File: src/rtl/data_mem_dma_pkg.sv
`default_nettype none
// +----------------------------------------------------------------------+
// | data_mem_dma_pkg                                                       |
// | Shared widths, memory depth and copy-engine state encoding.            |
// | Revision: 1.0                                                          |
// +----------------------------------------------------------------------+
package data_mem_dma_pkg;

  localparam int AW        = 8;
  localparam int DW        = 8;
  localparam int MEM_DEPTH = 256;

  typedef enum logic [1:0] {
    ST_IDLE  = 2'd0,
    ST_READ  = 2'd1,
    ST_WRITE = 2'd2,
    ST_DONE  = 2'd3
  } state_t;

endpackage
`default_nettype wire

File: src/rtl/data_mem_dma_dmem_port_mux.sv
`default_nettype none
// +----------------------------------------------------------------------+
// | dmem_port_mux                                                          |
// | Selects CPU or copy engine as the owner of the data memory port.       |
// | Revision: 1.0                                                          |
// +----------------------------------------------------------------------+
module dmem_port_mux #(
  parameter int AW = 8,
  parameter int DW = 8
) (
  input  logic          sel_engine,
  input  logic          cpu_we,
  input  logic [AW-1:0] cpu_addr,
  input  logic [DW-1:0] cpu_data,
  input  logic          eng_we,
  input  logic [AW-1:0] eng_addr,
  input  logic [DW-1:0] eng_data,
  output logic          mem_we,
  output logic [AW-1:0] mem_addr,
  output logic [DW-1:0] mem_data
);

  // CPU stores are dropped simply by not being selected while the engine runs.
  assign mem_we   = sel_engine ? eng_we   : cpu_we;
  assign mem_addr = sel_engine ? eng_addr : cpu_addr;
  assign mem_data = sel_engine ? eng_data : cpu_data;

endmodule
`default_nettype wire

File: src/rtl/data_mem_dma.sv
`default_nettype none
// +----------------------------------------------------------------------+
// | data_mem_dma                                                           |
// | Forward byte-copy engine that owns the data memory port.               |
// | Revision: 1.0                                                          |
// +----------------------------------------------------------------------+
module data_mem_dma #(
  parameter int AW = 8,
  parameter int DW = 8
) (
  input  logic          Clk,
  input  logic          Reset,
  input  logic          Start,
  input  logic [AW-1:0] SrcAddr,
  input  logic [AW-1:0] DstAddr,
  input  logic [7:0]    Len,
  input  logic          CpuWriteEn,
  input  logic [AW-1:0] CpuAddress,
  input  logic [DW-1:0] CpuDataIn,
  output logic [DW-1:0] CpuDataOut,
  output logic          Busy,
  output logic          Done,
  output logic          MemWriteEn,
  output logic [AW-1:0] MemAddress,
  output logic [DW-1:0] MemDataIn,
  input  logic [DW-1:0] MemDataOut
);

  import data_mem_dma_pkg::*;

  state_t        r_state;
  state_t        w_next;
  logic [AW-1:0] r_src;
  logic [AW-1:0] r_dst;
  logic [7:0]    r_count;
  logic [DW-1:0] r_buf;
  logic          w_accept;
  logic          w_eng_we;
  logic [AW-1:0] w_eng_addr;

  assign w_accept = Start && ((r_state == ST_IDLE) || (r_state == ST_DONE));

  always_comb begin
    w_next = r_state;
    case (r_state)
      ST_IDLE, ST_DONE: begin
        if (w_accept) w_next = (Len != 8'd0) ? ST_READ : ST_DONE;
        else          w_next = ST_IDLE;
      end
      ST_READ:  w_next = ST_WRITE;
      ST_WRITE: w_next = (r_count == 8'd1) ? ST_DONE : ST_READ;
      default:  w_next = ST_IDLE;
    endcase
  end

  always_ff @(posedge Clk) begin
    if (Reset) begin
      r_state <= ST_IDLE;
      r_src   <= '0;
      r_dst   <= '0;
      r_count <= '0;
      r_buf   <= '0;
    end else begin
      r_state <= w_next;
      case (r_state)
        ST_IDLE, ST_DONE: begin
          if (w_accept && (Len != 8'd0)) begin
            r_src   <= SrcAddr;
            r_dst   <= DstAddr;
            r_count <= Len;
          end
        end
        ST_READ: begin
          r_buf <= MemDataOut;
          r_src <= r_src + AW'(1);
        end
        ST_WRITE: begin
          r_dst   <= r_dst + AW'(1);
          r_count <= r_count - 8'd1;
        end
        default: ;
      endcase
    end
  end

  assign Busy       = (r_state == ST_READ) || (r_state == ST_WRITE);
  assign Done       = (r_state == ST_DONE);
  assign w_eng_we   = (r_state == ST_WRITE);
  assign w_eng_addr = (r_state == ST_WRITE) ? r_dst : r_src;
  assign CpuDataOut = MemDataOut;

  dmem_port_mux #(
    .AW (AW),
    .DW (DW)
  ) u_port_mux (
    .sel_engine (Busy),
    .cpu_we     (CpuWriteEn),
    .cpu_addr   (CpuAddress),
    .cpu_data   (CpuDataIn),
    .eng_we     (w_eng_we),
    .eng_addr   (w_eng_addr),
    .eng_data   (r_buf),
    .mem_we     (MemWriteEn),
    .mem_addr   (MemAddress),
    .mem_data   (MemDataIn)
  );

endmodule
`default_nettype wire

File: config.mk
export PLATFORM = sky130hd
export DESIGN_NAME = data_mem_dma
export DESIGN_NICKNAME = d
export VERILOG_FILES = /design/src/rtl/data_mem_dma_pkg.sv /design/src/rtl/data_mem_dma_dmem_port_mux.sv /design/src/rtl/data_mem_dma.sv
export SDC_FILE = /design/constraint.sdc
export NUM_CORES = 1
export LEC_CHECK = 0
export ABC_AREA = 1
export CAP_MARGIN = 20
export CORE_UTILIZATION = 49
export CTS_CLUSTER_DIAMETER = 80
export CTS_CLUSTER_SIZE = 14
export DETAILED_ROUTE_END_ITERATION = 8
export PLACE_DENSITY = 0.87
export SLEW_MARGIN = 25
export SYNTH_ARGS = -nofsm -noshare
export SYNTH_HDL_FRONTEND = slang
export SYNTH_SLANG_ARGS = --single-unit
File: constraint.sdc
create_clock -name Clk -period 5.1 [get_ports Clk]
set_clock_uncertainty 0.05 [all_clocks]
set_input_delay 1.275 -clock Clk [delete_from_list [all_inputs] [get_ports Clk]]
set_output_delay 1.275 -clock Clk [all_outputs]
set_load 0.02 [all_outputs]
==> results.txt, run 1 <==
Static power due to leakage - 1.347 nW
Number of buffers inserted during clock tree synthesis - 5
Worst Setup Slack, final - 0.9798 ns
Most used standard cells in the synthesized netlist - 106 x nand2_1, 76 x nor2_1, 49 x o21ai_0
Later-pin clock latency in the skew report - 0.29 ns
Worst Setup Path Type - reg -> out
Count of clock tree sinks - 34
Net count of the finished layout - 496
Setup repair after global routing missed its margin - false
Portion of total power attributed to combinational logic - 30.1%
Row Count - 24
Setup crit start kind - flop
Post-Route Utilization - 69.18%
Vias - 2589
Share of synthesized registers carrying an async set or reset - 0%
Hpwl dp - 4337 um
Power share of the clock group - 27.0%
CP Capture Type - primary output
Register-to-register setup slack - 2.51 ns
CTS-repair resized insts - 0
Vias per cell - 5.294
Leading register cell type out of synthesis - dfxtp_1
Combined area of all synthesized cells - 2237 sq um
Count of filler cells inserted in the layout - 410
Synth area leaders - dfxtp_1 30%, nand2_1 18%, nor2_1 13%, o21ai_0 11%, nand3_1 4.5%
Seq/Total Area, Yosys - 30.43%
First-pass GRT wire length - 10180 um
Worst slew slack as a fraction of its limit - 52.03%
Number of maximum-capacitance violations - 0
Flip-flop and latch count after synthesis - 34
# IOs - 79
Ratio of total power to cell area - 238.0 nW/um^2
Setup crit end - MemAddress[4]
Sw frac - 32.96%
Drt pass-1 iters - 5
Area inside the core boundary - 4384 sq um
Largest fanout on the critical path - 22
Cell depth of the worst flop-to-flop path - 8
Sw Pwr - 237.9 uW
Gate Count Post-Synth - 375
Sum of negative setup slack - 0 ns
Total die area - 4840 sq um
Post-Route Hold Slack - 0.4419 ns
Internal Dissipation - 483.8 uW
Fraction of layout instances using a drive strength above 1 - 4.119%
Number of flops mapped to enable cells by yosys - 0
Remaining antenna violation count after routing - 0
Post-route clock period utilization - 80.79%
Final hold viol count - 0
H-tree lvl count - 2
Slew at the pin closest to its max-slew limit - 0.7195 ns
Worst EP arrival - 2.80 ns
Global-route usage over all layers - 25.96%
CTS tree - done
Count of inserted antenna diode cells - 0
Share of total power in sequential cells - 42.9%
Warning count from the yosys run - 0
Antenna violations before repair - 0
Origin of the critical flop-to-flop path - r_state[0]
Pwr Total - 721.7 uW
Average instance area after synthesis - 5.966 sq um
Area delta synth->final - 35.57%
Type of the tightest min-delay check - reg -> reg
Highest clock rate - 242.7 MHz
Number of DRC violations after detailed routing - 0
Count of hold-fix buffers inserted at cts - 0
Endpoint of the worst register-to-register path - r_src[2]
Routed length per instance - 12.23 um
Total setup violations reported at the end of the flow - 0
Post-Place Setup Slack - 1.221 ns
Clock-pin slew on the worst setup and hold paths - 0.07 ns
Horiz. Die Dim - 69.57 um
Via count of the first global-routing pass - 2406
Area share of the leading cell type in the synthesized netlist - 30.43%
Number of pins exceeding their max-slew limit in the final report - 0
Critical path data required time - 3.77 ns
Overflow after GRT - 0
Die Span Y - 69.57 um
Number of port buffers - 78
Clock root buffer - clkbuf_8
Final Routed Wirelength - 5981 um
Initial cell density of the core - 51.03%
Area leader, netlist - dfxtp_1
Result of the run - completed
Total nets after synthesis - 434
Post-synth cell types - 28
Detailed Route Iter0 Violations - 189
Final Critical Period - 4.120 ns
VDD IR max - 0.1896 mV
Critical path startpoint - r_state[0]
Placer congestion estimate - 0.8886
Post-CTS Repair Setup Buffers - 0
Buffer depth of the longest clock path - 2
Pin count of the biggest net entering global routing - 28
Count leader, synth - nand2_1
==> how the worst min path moves through the flow <==
stage | start | to | slack, ns | cells past startpoint
after floorplan | r_count[7] | r_count[7] | 0.40 | 2
after global placement | r_count[7] | r_count[7] | 0.42 | 2
after detailed placement | r_src[7] | r_src[7] | 0.43 | 2
after CTS | r_src[7] | r_src[7] | 0.44 | 2
after global routing | r_count[7] | r_count[7] | 0.47 | 2
final | r_src[7] | r_src[7] | 0.44 | 2
==> layout make-up <==
class | instances | area, sq um | area share (%)
inverter | 26 | 97.59 | 3.218
multi-input combinational | 291 | 1323 | 43.61
clock buffer | 5 | 68.82 | 2.269
sequential | 34 | 680.7 | 22.44
timing repair buffer | 79 | 788.3 | 25.99
tap | 52 | 65.06 | 2.145
clock inverter | 2 | 10.01 | 0.3300
==> placed cells by master (no fill, tap or decap), types with 2 or more instances in the layout <==
cell             count
o21ai_0             49
nand3_1             20
inv_1               24
o211ai_1             3
inv_2                2
a31oi_1              3
clkbuf_8             5
nor2_1              76
ha_1                 7
clkinv_2             2
clkdlybuf4s50_1     78
a21oi_1              9
nand2_1            106
nand4_1              3
or2_2                5
dfxtp_1             34
==> through the flow <==
| step | cell area (sq um) | instances |
|---|---|---|
| 6_report | 3033 | 489 |
| 5_1_grt | 3033 | 489 |
| 4_1_cts | 3033 | 489 |
| 3_5_place_dp | 2954 | 482 |
| 3_3_place_gp | 2954 | 482 |
| 2_1_floorplan | 2237 | 375 |
==> power by group through the flow <==
stage	registers (mW)	logic, mW	clock network (mW)
global placement	0.314	0.212	0
global route	0.313	0.242	0.205
finish	0.309	0.217	0.195
CTS	0.309	0.218	0.194
detailed placement	0.315	0.216	0
floorplan	0.309	0.130	0
==> state kept, by name, indices dropped and copies added (netlist names) <==
signal and flops:
r_dst 8, r_src 8, r_state 2, r_count 8
r_buf 8
==> cell families (layout without fill, tap and decap cells) <==
| group | after synthesis | in the layout | synth area share [%] |
|---|---|---|---|
| AND/OR/NAND/NOR | 215 | 215 | 38.65 |
| buffers and inverters | 50 | 112 | 10.46 |
| flip-flops | 34 | 34 | 30.42 |
| AO/OA/AOI/OAI | 68 | 68 | 16.16 |
| adder cells (fa/ha/maj) | 7 | 7 | 3.915 |
| XOR/XNOR | 1 | 1 | 0.3916 |
==> layer usage <==
layer	track usage, %	routed length [um]
met1	32.00	2630
met2	43.91	2858
met3	5.233	371
met4	10.88	121
met5	0	0
==> worst max-delay path, cell delays in order, from the launching register on <==
cell,delay [ns]
dfxtp_1,0.35
inv_1,0.05
ha_1,0.75
inv_1,0.44
a31oi_1,0.27
clkdlybuf4s50_1,0.63
Note: power is estimated with default switching activity, not from simulation.
==> inputs of run 2 (changes only) <==
--- a/config.mk
+++ b/config.mk
@@ -7,11 +7,11 @@
 export LEC_CHECK = 0
 export ABC_AREA = 1
 export CAP_MARGIN = 20
-export CORE_UTILIZATION = 49
+export CORE_UTILIZATION = 41
 export CTS_CLUSTER_DIAMETER = 80
 export CTS_CLUSTER_SIZE = 14
 export DETAILED_ROUTE_END_ITERATION = 8
-export PLACE_DENSITY = 0.87
+export PLACE_DENSITY = 0.78
 export SLEW_MARGIN = 25
 export SYNTH_ARGS = -nofsm -noshare
 export SYNTH_HDL_FRONTEND = slang
==> constraint.sdc (replaced) <==
create_clock -name Clk -period 3.7 [get_ports Clk]
set_clock_uncertainty 0.05 [all_clocks]
set_input_delay 0.925 -clock Clk [delete_from_list [all_inputs] [get_ports Clk]]
set_output_delay 0.925 -clock Clk [all_outputs]
set_load 0.02 [all_outputs]
==> run 2 against run 1 <==
Critical endpoint is now MemAddress[2]. Count of clock-buffer cells in the layout up 1. Non-clock buffer count increased by 2. Total power grew 38%.
==> results.txt, run 2 (synthesis gave the netlist of run 1 again) <==
Cell breakdown of the critical path - inv_1 -> ha_1 -> inv_1 -> o21ai_0 -> o21ai_0 -> clkdlybuf4s50_1
Vias - 2521
Total die area - 5756 sq um
Pin count of the biggest net entering global routing - 28
Internal Dissipation - 684.9 uW
Clock-pin slew on the worst setup and hold paths - 0.06 ns
Row Count - 26
Number of maximum-capacitance violations - 0
Share of total power in sequential cells - 42.8%
Area delta synth->final - 37.42%
H-tree lvl count - 2
CP Capture Type - primary output
CTS-repair resized insts - 0
Remaining antenna violation count after routing - 0
Worst Setup Path Type - reg -> out
Net count of the finished layout - 498
Critical-path cell with the highest stage delay - clkdlybuf4s50_1
Pwr Total - 999.5 uW
Slew at the pin closest to its max-slew limit - 0.7472 ns
Result of the run - completed
Largest incremental delay on the critical path - 0.63 ns
Routed length per instance - 12.22 um
Setup repair after global routing missed its margin - false
Final hold viol count - 0
First-pass GRT wire length - 9722 um
Placer congestion estimate - 0.8100
Post-route clock period utilization - 91.83%
Via count of the first global-routing pass - 2250
Most common library cell in the layout ignoring fill and taps - nand2_1
Horiz. Die Dim - 75.87 um
Antenna violations before repair - 0
Number of buffers inserted during clock tree synthesis - 5
Sw Pwr - 314.7 uW
Highest clock rate - 294.3 MHz
Power share of the clock group - 27.1%
Worst slew slack as a fraction of its limit - 50.19%
Global-route usage over all layers - 22.16%
# IOs - 79
Worst EP arrival - 2.42 ns
CTS tree - done
Critical path data required time - 2.72 ns
Crit path max-delay family - buffers and inverters
Buffer depth of the longest clock path - 2
Static power due to leakage - 1.355 nW
Overflow after GRT - 0
Sw frac - 31.48%
Post-CTS Repair Setup Buffers - 0
Count of inserted antenna diode cells - 0
Largest fanout on the critical path - 16
Portion of total power attributed to combinational logic - 30.1%
Count of hold-fix buffers inserted at cts - 0
Initial cell density of the core - 43.25%
Vias per cell - 4.963
Final Routed Wirelength - 6208 um
VDD IR max - 0.1756 mV
Number of DRC violations after detailed routing - 0
Sum of negative setup slack - 0 ns
Area inside the core boundary - 5172 sq um
Clock root buffer - clkbuf_8
Ratio of total power to cell area - 325.1 nW/um^2
Drt pass-1 iters - 4
Die Span Y - 75.87 um
Number of pins exceeding their max-slew limit in the final report - 0
Type of the tightest min-delay check - reg -> reg
Count of clock tree sinks - 34
Detailed Route Iter0 Violations - 112
Later-pin clock latency in the skew report - 0.28 ns
Final Critical Period - 3.398 ns
Hpwl dp - 4533 um
Fraction of layout instances using a drive strength above 1 - 4.338%
Total setup violations reported at the end of the flow - 0
Setup crit start kind - flop
Critical path buffers and inverters - 3
Number of port buffers - 78
Commonest non-fill, non-tap cells in the layout - 106 x nand2_1, 78 x clkdlybuf4s50_1, 76 x nor2_1, 49 x o21ai_0, 34 x dfxtp_1
## run 2: stage by stage
stage               area [sq um]  utilization, %  worst slack [ns]  hold slack [ns]  cells
global placement            2992           57.84            0.5363           0.4210    502
floorplan                   2237               -             1.197           0.4032    375
finish                      3074           59.43            0.3022           0.4469    508
CTS                         3074           59.43            0.2944           0.4492    508
global route                3074           59.43            0.1042           0.4739    508
detailed placement          2992           57.84            0.5091           0.4365    502
## run 2: path summary, 6_finish.rpt
| kind | depth (start not counted) | slack [ns] | from | endpoint |
|---|---|---|---|---|
| worst max-delay path | 6 | 0.30 | r_state[0] | MemAddress[2] |
| worst min-delay path | 2 | 0.45 | r_src[7] | r_src[7] |
| worst max register to register | 8 | 1.54 | r_state[0] | r_src[3] |
| worst min register to register | 2 | 0.45 | r_src[7] | r_src[7] |
## run 2: tightest hold or removal path: stages (launching register included)
cell	delay, ns
dfxtp_1	0.33
nand2_1	0.07
a21oi_1	0.06
## run 2: power groups by stage
stage / Clock [mW] / Combinational [mW] / Sequential [mW]
CTS: 0.276 / 0.303 / 0.427
global route: 0.293 / 0.334 / 0.432
global placement: 0 / 0.296 / 0.433
floorplan: 0 / 0.179 / 0.426
detailed placement: 0 / 0.300 / 0.435
finish: 0.271 / 0.301 / 0.428
## run 2: area by class of cell
class                   count  area (sq um)
flip-flops and latches     34         680.7
well taps                  70         87.58
fillers                   502          2098
repair buffers             81         803.3
inverters                  26         97.59
clock buffers               6         82.58
multi-input cells         291          1323
## run 2: metal layers
metal	global-route usage [%]	vias to the layer above	share of wire, %
met1	25.90	1123	44
met5	0	-	0
li1	-	1317	-
met2	39.43	73	49
met4	6.996	0	1.1
met3	5.688	8	5.9
